$ cat src/rtl/shift_unit.sv
// -----------------------------------------------------------------------------
// shift_unit
//
// Multi-cycle barrel-free shifter. A request (base, power, mode) is captured
// in IDLE. The working value is then shifted by up to STEP bits per cycle until
// the effective amount min(power, WIDTH) is used up. The result is held in DONE
// until the consumer takes it.
//
// Modes: 00 LSL, 01 LSR, 10 ASR, 11 SAT (signed saturating left shift).
//
// Ports
//   clk        in   clock; all state updates on the rising edge
//   rst        in   synchronous active-high reset
//   in_valid   in   base / power / mode are valid
//   in_ready   out  block is idle and can accept a request
//   base       in   [WIDTH-1:0] operand
//   power      in   [SHW-1:0]   unsigned shift amount
//   mode       in   [1:0]       operation select
//   out_valid  out  result / ovf are valid
//   out_ready  in   consumer accepts the result
//   result     out  [WIDTH-1:0] shifted value
//   ovf        out  saturation occurred (SAT mode only)
// -----------------------------------------------------------------------------
module shift_unit #(
    parameter int WIDTH = 32,
    parameter int SHW   = 32,
    parameter int STEP  = 4
) (
    input  logic             clk,
    input  logic             rst,
    input  logic             in_valid,
    output logic             in_ready,
    input  logic [WIDTH-1:0] base,
    input  logic [SHW-1:0]   power,
    input  logic [1:0]       mode,
    output logic             out_valid,
    input  logic             out_ready,
    output logic [WIDTH-1:0] result,
    output logic             ovf
);

    // Width that can hold any effective amount 0..WIDTH.
    localparam int RW = $clog2(WIDTH + 1);
    // Common width for comparing power against WIDTH without truncating either.
    localparam int CW = ((SHW > RW) ? SHW : RW) + 1;

    typedef enum logic [1:0] {
        IDLE  = 2'd0,
        SHIFT = 2'd1,
        DONE  = 2'd2
    } state_e;

    typedef enum logic [1:0] {
        MODE_LSL = 2'b00,
        MODE_LSR = 2'b01,
        MODE_ASR = 2'b10,
        MODE_SAT = 2'b11
    } mode_e;

    state_e           state_q,  state_d;
    mode_e            mode_q,   mode_d;
    logic [WIDTH-1:0] work_q,   work_d;
    logic [RW-1:0]    rem_q,    rem_d;
    logic             sign_q,   sign_d;
    logic             sat_q,    sat_d;
    logic [WIDTH-1:0] result_q, result_d;
    logic             ovf_q,    ovf_d;

    // Effective amount E = min(power, WIDTH).
    logic [CW-1:0] power_ext;
    logic [RW-1:0] eff_amt;

    // Bits shifted this cycle = min(STEP, remaining).
    logic [RW-1:0] step_amt;

    logic [WIDTH-1:0]        shl_val;
    logic signed [WIDTH-1:0] shl_back;
    logic signed [WIDTH-1:0] asr_val;
    logic                    sat_lossy;
    logic [WIDTH-1:0]        sat_value;

    always_comb begin
        power_ext = CW'(power);
        eff_amt   = (power_ext >= CW'(WIDTH)) ? RW'(WIDTH) : RW'(power);
        step_amt  = (rem_q < RW'(STEP)) ? rem_q : RW'(STEP);

        shl_val   = work_q << step_amt;
        asr_val   = $signed(work_q) >>> step_amt;
        // A left shift is exact iff shifting back arithmetically restores the
        // value; any lost significant bit (or sign change) means overflow.
        shl_back  = $signed(shl_val) >>> step_amt;
        sat_lossy = (shl_back != $signed(work_q));

        // Saturation limit follows the sign of the originally captured base.
        sat_value = sign_q ? {1'b1, {(WIDTH-1){1'b0}}} : {1'b0, {(WIDTH-1){1'b1}}};
    end

    // Next-state and datapath.
    // NOTE: every signal gets its hold value first so no path through the
    // case statement can leave it unassigned and infer a latch.
    always_comb begin
        state_d  = state_q;
        mode_d   = mode_q;
        work_d   = work_q;
        rem_d    = rem_q;
        sign_d   = sign_q;
        sat_d    = sat_q;
        result_d = result_q;
        ovf_d    = ovf_q;

        case (state_q)
            IDLE: begin
                if (in_valid) begin
                    mode_d = mode_e'(mode);
                    work_d = base;
                    sign_d = base[WIDTH-1];
                    sat_d  = 1'b0;
                    rem_d  = eff_amt;
                    if (eff_amt == '0) begin
                        // Nothing to shift: base is already the answer.
                        state_d  = DONE;
                        result_d = base;
                        ovf_d    = 1'b0;
                    end else begin
                        state_d = SHIFT;
                    end
                end
            end

            SHIFT: begin
                rem_d = rem_q - step_amt;
                case (mode_q)
                    MODE_LSL: work_d = shl_val;
                    MODE_LSR: work_d = work_q >> step_amt;
                    MODE_ASR: work_d = asr_val;
                    MODE_SAT: begin
                        work_d = shl_val;
                        // Sticky: once any step overflows, the final value
                        // is saturated regardless of later steps.
                        sat_d  = sat_q | sat_lossy;
                    end
                    default: work_d = work_q;
                endcase

                if (rem_d == '0) begin
                    state_d  = DONE;
                    ovf_d    = (mode_q == MODE_SAT) && sat_d;
                    result_d = ((mode_q == MODE_SAT) && sat_d) ? sat_value : work_d;
                end
            end

            DONE: begin
                if (out_ready) begin
                    state_d = IDLE;
                end
            end

            default: state_d = IDLE;
        endcase
    end

    // NOTE: sequential state uses non-blocking assignments so every register
    // samples the pre-edge values regardless of statement order.
    always_ff @(posedge clk) begin
        if (rst) begin
            state_q  <= IDLE;
            mode_q   <= MODE_LSL;
            work_q   <= '0;
            rem_q    <= '0;
            sign_q   <= 1'b0;
            sat_q    <= 1'b0;
            result_q <= '0;
            ovf_q    <= 1'b0;
        end else begin
            state_q  <= state_d;
            mode_q   <= mode_d;
            work_q   <= work_d;
            rem_q    <= rem_d;
            sign_q   <= sign_d;
            sat_q    <= sat_d;
            result_q <= result_d;
            ovf_q    <= ovf_d;
        end
    end

    assign in_ready  = (state_q == IDLE);
    assign out_valid = (state_q == DONE);
    assign result    = result_q;
    assign ovf       = ovf_q;

endmodule

$ cat config.mk
export PLATFORM = sky130hd
export DESIGN_NAME = shift_unit
export DESIGN_NICKNAME = d
export VERILOG_FILES = /design/src/rtl/shift_unit.sv
export SDC_FILE = /design/constraint.sdc
export NUM_CORES = 1
export LEC_CHECK = 0
export ABC_AREA = 1
export CAP_MARGIN = 20
export CORE_MARGIN = 2
export CORE_UTILIZATION = 52
export DETAILED_ROUTE_END_ITERATION = 7
export GPL_ROUTABILITY_DRIVEN = 0
export HOLD_SLACK_MARGIN = 0.03
export PLACE_DENSITY = 0.89
export SETUP_SLACK_MARGIN = 0.3
export SLEW_MARGIN = 20
export SYNTH_ARGS = -nofsm -noshare
export SYNTH_HDL_FRONTEND = slang
export SYNTH_SLANG_ARGS = --single-unit
$ cat constraint.sdc
create_clock -name clk -period 7.4 [get_ports clk]
set_input_delay 1.11 -clock clk [delete_from_list [all_inputs] [get_ports clk]]
set_output_delay 1.11 -clock clk [all_outputs]
set_load 0.05 [all_outputs]
# After elaboration in Yosys (flattened, before gate mapping)
# Cells that the tools add are included.
# totals
regBits,77
input_bits,70
output_inout_bits,35
word_cells,63
# op_classes
add_sub_neg,1
magnitude_cmp,2
eq_ne,10
shift,4
n_mux,26
n_bitwise,1
n_reduce_logical,11
# ops
operator,count
2-to-1 mux 32 bit,6
case mux 32 bit (2 select lines),2
case mux 32 bit (3 select lines),1
>>> shifter 32 x 6 -> 32 bit,2
">= comparator 32 x 6 -> 1 bit, second input constant",1
!= test 32 bit,1
left shift 32 x 6 -> 32 bit,1
>> shifter 32 x 6 -> 32 bit,1
2-to-1 mux 6 bit,3
logical NOT 6 bit,2
case mux 6 bit (2 select lines),1
2-to-1 mux 2 bit,4
"== test 2 bit, second input constant",3
"less-than comparator 6 x 3 -> 1 bit, second input constant",1
2-to-1 mux 1 bit,6
case mux 2 bit (3 select lines),1
subtractor 6 bit,1
"== test 2 x 1 -> 1 bit, second input constant",2
logical NOT 2 bit,2
"!= test 2 x 1 -> 1 bit, second input constant",2
"!= test 2 bit, second input constant",2
case mux 1 bit (2 select lines),2
AND reduction 2 bit,2
AND reduction 4 bit,1
5 further kinds,5

# Depth between registers and ports, before layout
# logic_depth
ltp_word,12
ltp_mapped,19
ltp_nobuf,18

# Worst setup path after synthesis
# Ideal clock, no wire load.
# synth_timing
path_kind,register to register
startpoint,reg rem_q[3]
endpoint,reg result_q[10] (netlist: result[10])
setup_ns,0.122
arrival_ns,2.490
required_ns,7.278
slack_ns,4.788
path_stages_with_launch,20
n_path_buf,3
synth_period_minus_slack_ns,2.612
path_cell_list,dfxtp_1 nor2_4 nand2_4 buf_6 clkbuf_1 nand2_1 ha_1 a21oi_1 xor2_1 nor2_1 nand3_1 nand2_1 o311ai_1 inv_2 nand2_2 inv_2 buf_2 nand2_1 a21oi_2 a21oi_2
# synth_via
elab_chain_cells,12
word_cells_on_any_way,19
cone_classes,add/sub: 1; order compare: 1; eq/ne: 2; shift: 4; mux: 7; bitwise: 1; reduce/logical: 3
# synth_rtl
element,line,source
start: declaration,63,"logic [RW-1:0] rem_q, rem_d;"
start signal: assignment,178,rem_q <= rem_d;
less-than comparator 6 x 3 -> 1 bit,85,step_amt = (rem_q < RW'(STEP)) ? rem_q : RW'(STEP);
2-to-1 mux 6 bit,85,
left shift 32 x 6 -> 32 bit,87,shl_val = work_q << step_amt;
>>> shifter 32 x 6 -> 32 bit,91,shl_back = $signed(shl_val) >>> step_amt;
!= test 32 bit,92,sat_lossy = (shl_back != $signed(work_q));
bitwise OR 1 bit,140,sat_d = sat_q | sat_lossy;
2-to-1 mux 1 bit,132,case (mode_q)
2-to-1 mux 1 bit,111,case (state_q)
logical AND 1 bit,148,result_d = ((mode_q == MODE_SAT) && sat_d) ? sat_value : work_d;
2-to-1 mux 32 bit,148,
2-to-1 mux 32 bit,145,if (rem_d == '0) begin
case mux 32 bit (2 select lines),111,
end signal: assignment,181,result_q <= result_d;
end: declaration,66,"logic [WIDTH-1:0] result_q, result_d;"
# Several ways; a longest one is shown, not always the timed one. The select of a mux whose other input is x is not followed.
# A chain may end at the register's enable or synchronous reset.

# Worst setup path in the final report
# layout_timing
startpoint,reg rem_q[3]
endpoint,reg result_q[1] (netlist: result[1])
# The elaborated chain is that of the path after synthesis.

==> run_results.csv <==
group,metric,value,unit
layout,syn_to_final_growth,20.12,%
sta,holdWs,482.8,ps
sta,worstMarginPinSlew,1014,ps
logic_synthesis,yosysMostFrequentCell,"nand2_1",
run_status,status,"complete, no violations",
global_routing,grt-ovfl-total,0,
detailed_routing,drcViolationCount,0,
logic_synthesis,ys_types,47,
sta,setup_viol,0,
sta,slew_headroom,0.3215,
global_routing,grt_max_degree,100,
logic_synthesis,synth-compound-area-share,0.3793,
detailed_routing,wire_per_inst,16.30,um
critical_path,crit_type,"flip-flop to flip-flop",
power_and_ir_drop,leakage,2.761,nW
critical_path,critPathMaxFanout,43,
clocking,cts_buffers,9,
clocking,insertion_delay,350,ps
die,die_area,0.01250,mm2
logic_synthesis,postSynthCellCount,949,
sta,fin_skew,8.421,ps
critical_path,worstSetupStartpointType,"flip-flop",
placed_design,placed_cells,1131,
critical_path,r2r_slack,3220,ps
logic_synthesis,avgSynthCellArea,6.368,um2
clocking,post_cts_buffers,0,
clocking,cts_resized,0,
clocking,h-tree-depth,3,
clocking,tritoncts,"done",
detailed_routing,drt_iter0_markers,1136,
critical_path,reg2reg_from,"rem_q[3]$_SDFFE_PP0P_",
logic_synthesis,syn_nets,1023,
critical_path,endpoint_kind,"flip-flop",
placed_design,io_buffers,104,
clocking,clkSinkCount,77,
die,die_h,111.8,um
die,ios,105,
clocking,cts-root-buf,"clkbuf_16",
critical_path,arrival,4390,ps
logic_synthesis,synth_top_area_share,0.2551,
layout,diodes,0,
placed_design,pre_cts_ws,3396,ps
global_routing,grt_pass1_wl,31.02,mm
sta,finalHoldViolCount,0,
sta,worst_slack,3216,ps
hold_path,hold_class,"flip-flop to flip-flop",
die,core-area,0.01137,mm2
detailed_routing,vias,7038,
layout,final_cells,1147,
critical_path,required,7600,ps
critical_path,slowest_stage,"clkinv_1",
sta,finalMaxSlewViolations,0,
critical_path,path_cells,"nor2_4, nand2_4, nor2_4, clkinv_1, o21ai_0, nand2_1, a32oi_1, nor2_1, a21oi_2, a21oi_2",
logic_synthesis,yosysSeqAreaShare,0.2551,
die,die_w,111.8,um
layout,drive_gt1_frac,0.1165,
clocking,cts.clk_slew.worst_paths,70,ps
die,num_rows,39,
logic_synthesis,async_flop_share,0,
power_and_ir_drop,p_per_area,242.8,mW/mm2
critical_path,cpPeakStageDelay,1070,ps
logic_synthesis,synthSimpleGateAreaFrac,0.2470,
layout,fill_cells,1012,
die,start_util,0.5315,
detailed_routing,via_per_inst,6.136,
global_routing,antenna_found_initial,0,
clocking,cts_hold_buf,0,
global_routing,track_usage,0.2943,
layout,final_util,0.6385,
global_routing,grt_pass1_vias,6504,
logic_synthesis,synth_top_family_by_area,"compound AO/OA/AOI/OAI gates",
hold_path,min-delay-start,"sign_q$_SDFFE_PP0P_",
sta,rsz0062_at_grt,"false",
placed_design,dp_hpwl,12.16,mm
critical_path,cp-startpoint,"rem_q[3]$_SDFFE_PP0P_",
logic_synthesis,synthMuxAreaShare,0.001656,
sta,period_share,0.5654,
logic_synthesis,yosysWarnings,0,
sta,min_period,4184,ps
logic_synthesis,synthAdderAreaFrac,0.008282,
power_and_ir_drop,peakVddDrop,0.1279,mV
detailed_routing,antenna_left,0,
logic_synthesis,netlist_area,0.006043,mm2
logic_synthesis,synth_edf_count,0,
logic_synthesis,synth_seq_cells,77,
sta,finalSetupTns,0,ps
logic_synthesis,synth-xor-area-share,0.004348,
logic_synthesis,synth_area_leaders,"dfxtp_1 26%, nand2_1 13%, o21ai_0 12%",
sta,clock.fmax,0.2390,GHz
job,drv_cap,0,
clocking,clk_path_buf_depth,2,
detailed_routing,wl,18.70,mm
logic_synthesis,synthTopCellsByCount,"209 x nand2_1, 141 x o21ai_0, 111 x a21oi_1, 77 x dfxtp_1, 60 x a21oi_2",
detailed_routing,dr.pass1.iters,8,
logic_synthesis,synth_largest_area_cell,"dfxtp_1",
logic_synthesis,synth_ff_type,"dfxtp_1",
layout,final_nets,1073,
## flip-flops by register name (all words and copies together) (netlist names)
name and cells:
rem_q 6, ovf 1, sign_q 1, sat_q 1
result 32, mode_q 2, state_q 2, work_q 32
## worst paths after layout
path / endpoint / cells after the start
setup reg to reg: result[1]$_SDFFE_PP0P_ / 10
setup / recovery: result[1]$_SDFFE_PP0P_ / 10
hold / removal: sign_q$_SDFFE_PP0P_ / 2
hold reg to reg: sign_q$_SDFFE_PP0P_ / 2
## report_power, final
| part | internal (mW) | switching (mW) | leakage (nW) | total (mW) |
|---|---|---|---|---|
| combinational | 0.256 | 0.521 | 1.98 | 0.777 |
| clock | 0.273 | 0.197 | 0.149 | 0.470 |
| sequential | 0.467 | 0.0492 | 0.633 | 0.516 |
## cells by family after synthesis
logic type      count (synthesis)
compound gates                379
simple gates                  341
buf+inv                       143
flops                          77
fa+ha+maj                       4
xor+xnor                        3
other cells                     1
mux                             1
## per-stage QoR
| step | cell area, um2 | power [mW] |
|---|---|---|
| after floorplan | 6043 | 1.076 |
| after global placement | 6944 | 1.258 |
| after detailed placement | 6952 | 1.269 |
| after CTS | 7259 | 1.735 |
| after global routing | 7259 | 1.855 |
| final | 7259 | 1.763 |
## area by class of cell
cell class / count / area (um2) / area share
repair buffers: 110 / 1086 / 0.1496
clock buffers: 10 / 239.0 / 0.03292
flip-flops and latches: 77 / 1541 / 0.2123
well taps: 143 / 178.9 / 0.02465
inverters: 72 / 270.3 / 0.03723
clock inverters: 6 / 68.82 / 0.009479
multi-input cells: 729 / 3875 / 0.5338
## cell usage in the layout, fill, tap and decap left out, types with 3 or more instances in the layout
cell             Yosys  routed
xor2_1               3       3
clkinv_1             5       5
a21oi_2             60      60
clkdlybuf4s50_1      0     104
dfxtp_1             77      77
nand2_2              4       4
o22ai_1              8       8
nand4_1             13      13
o211ai_1            20      20
o21ai_1              6       6
o21ai_0            141     141
inv_1               59      59
nor3_1               5       5
inv_2                8       8
nand3_2              5       5
or2_2                9       9
nor2_4               4       4
clkbuf_16            0       9
o311ai_0             3       3
buf_4                0       6
o221ai_1             3       3
a211oi_1             3       3
nor2_1              54      54
nand3_1             26      26
a221oi_1             4       4
nand2_1            209     209
a21oi_1            111     111
a32oi_1              3       3
a31oi_1              6       6
nor4_1               6       6
ha_1                 4       4
## routing by layer
| metal | routed length (um) | GRT usage | vias up |
|---|---|---|---|
| met3 | 1883 | 0.06097 | 83 |
| met2 | 8431 | 0.4663 | 431 |
| met5 | 0 | 0 | - |
| met4 | 588 | 0.1021 | 0 |
| li1 | - | - | 3378 |
| met1 | 7794 | 0.3993 | 3146 |
## critical path, delay by kind of cell (launching register included)
family | cells | cell delay (ps)
AO/OA/AOI/OAI | 4 | 980
buffers and inverters | 1 | 1070
flip-flops | 1 | 360
AND/OR/NAND/NOR | 5 | 1590
Power figures use the tool's default switching activity.
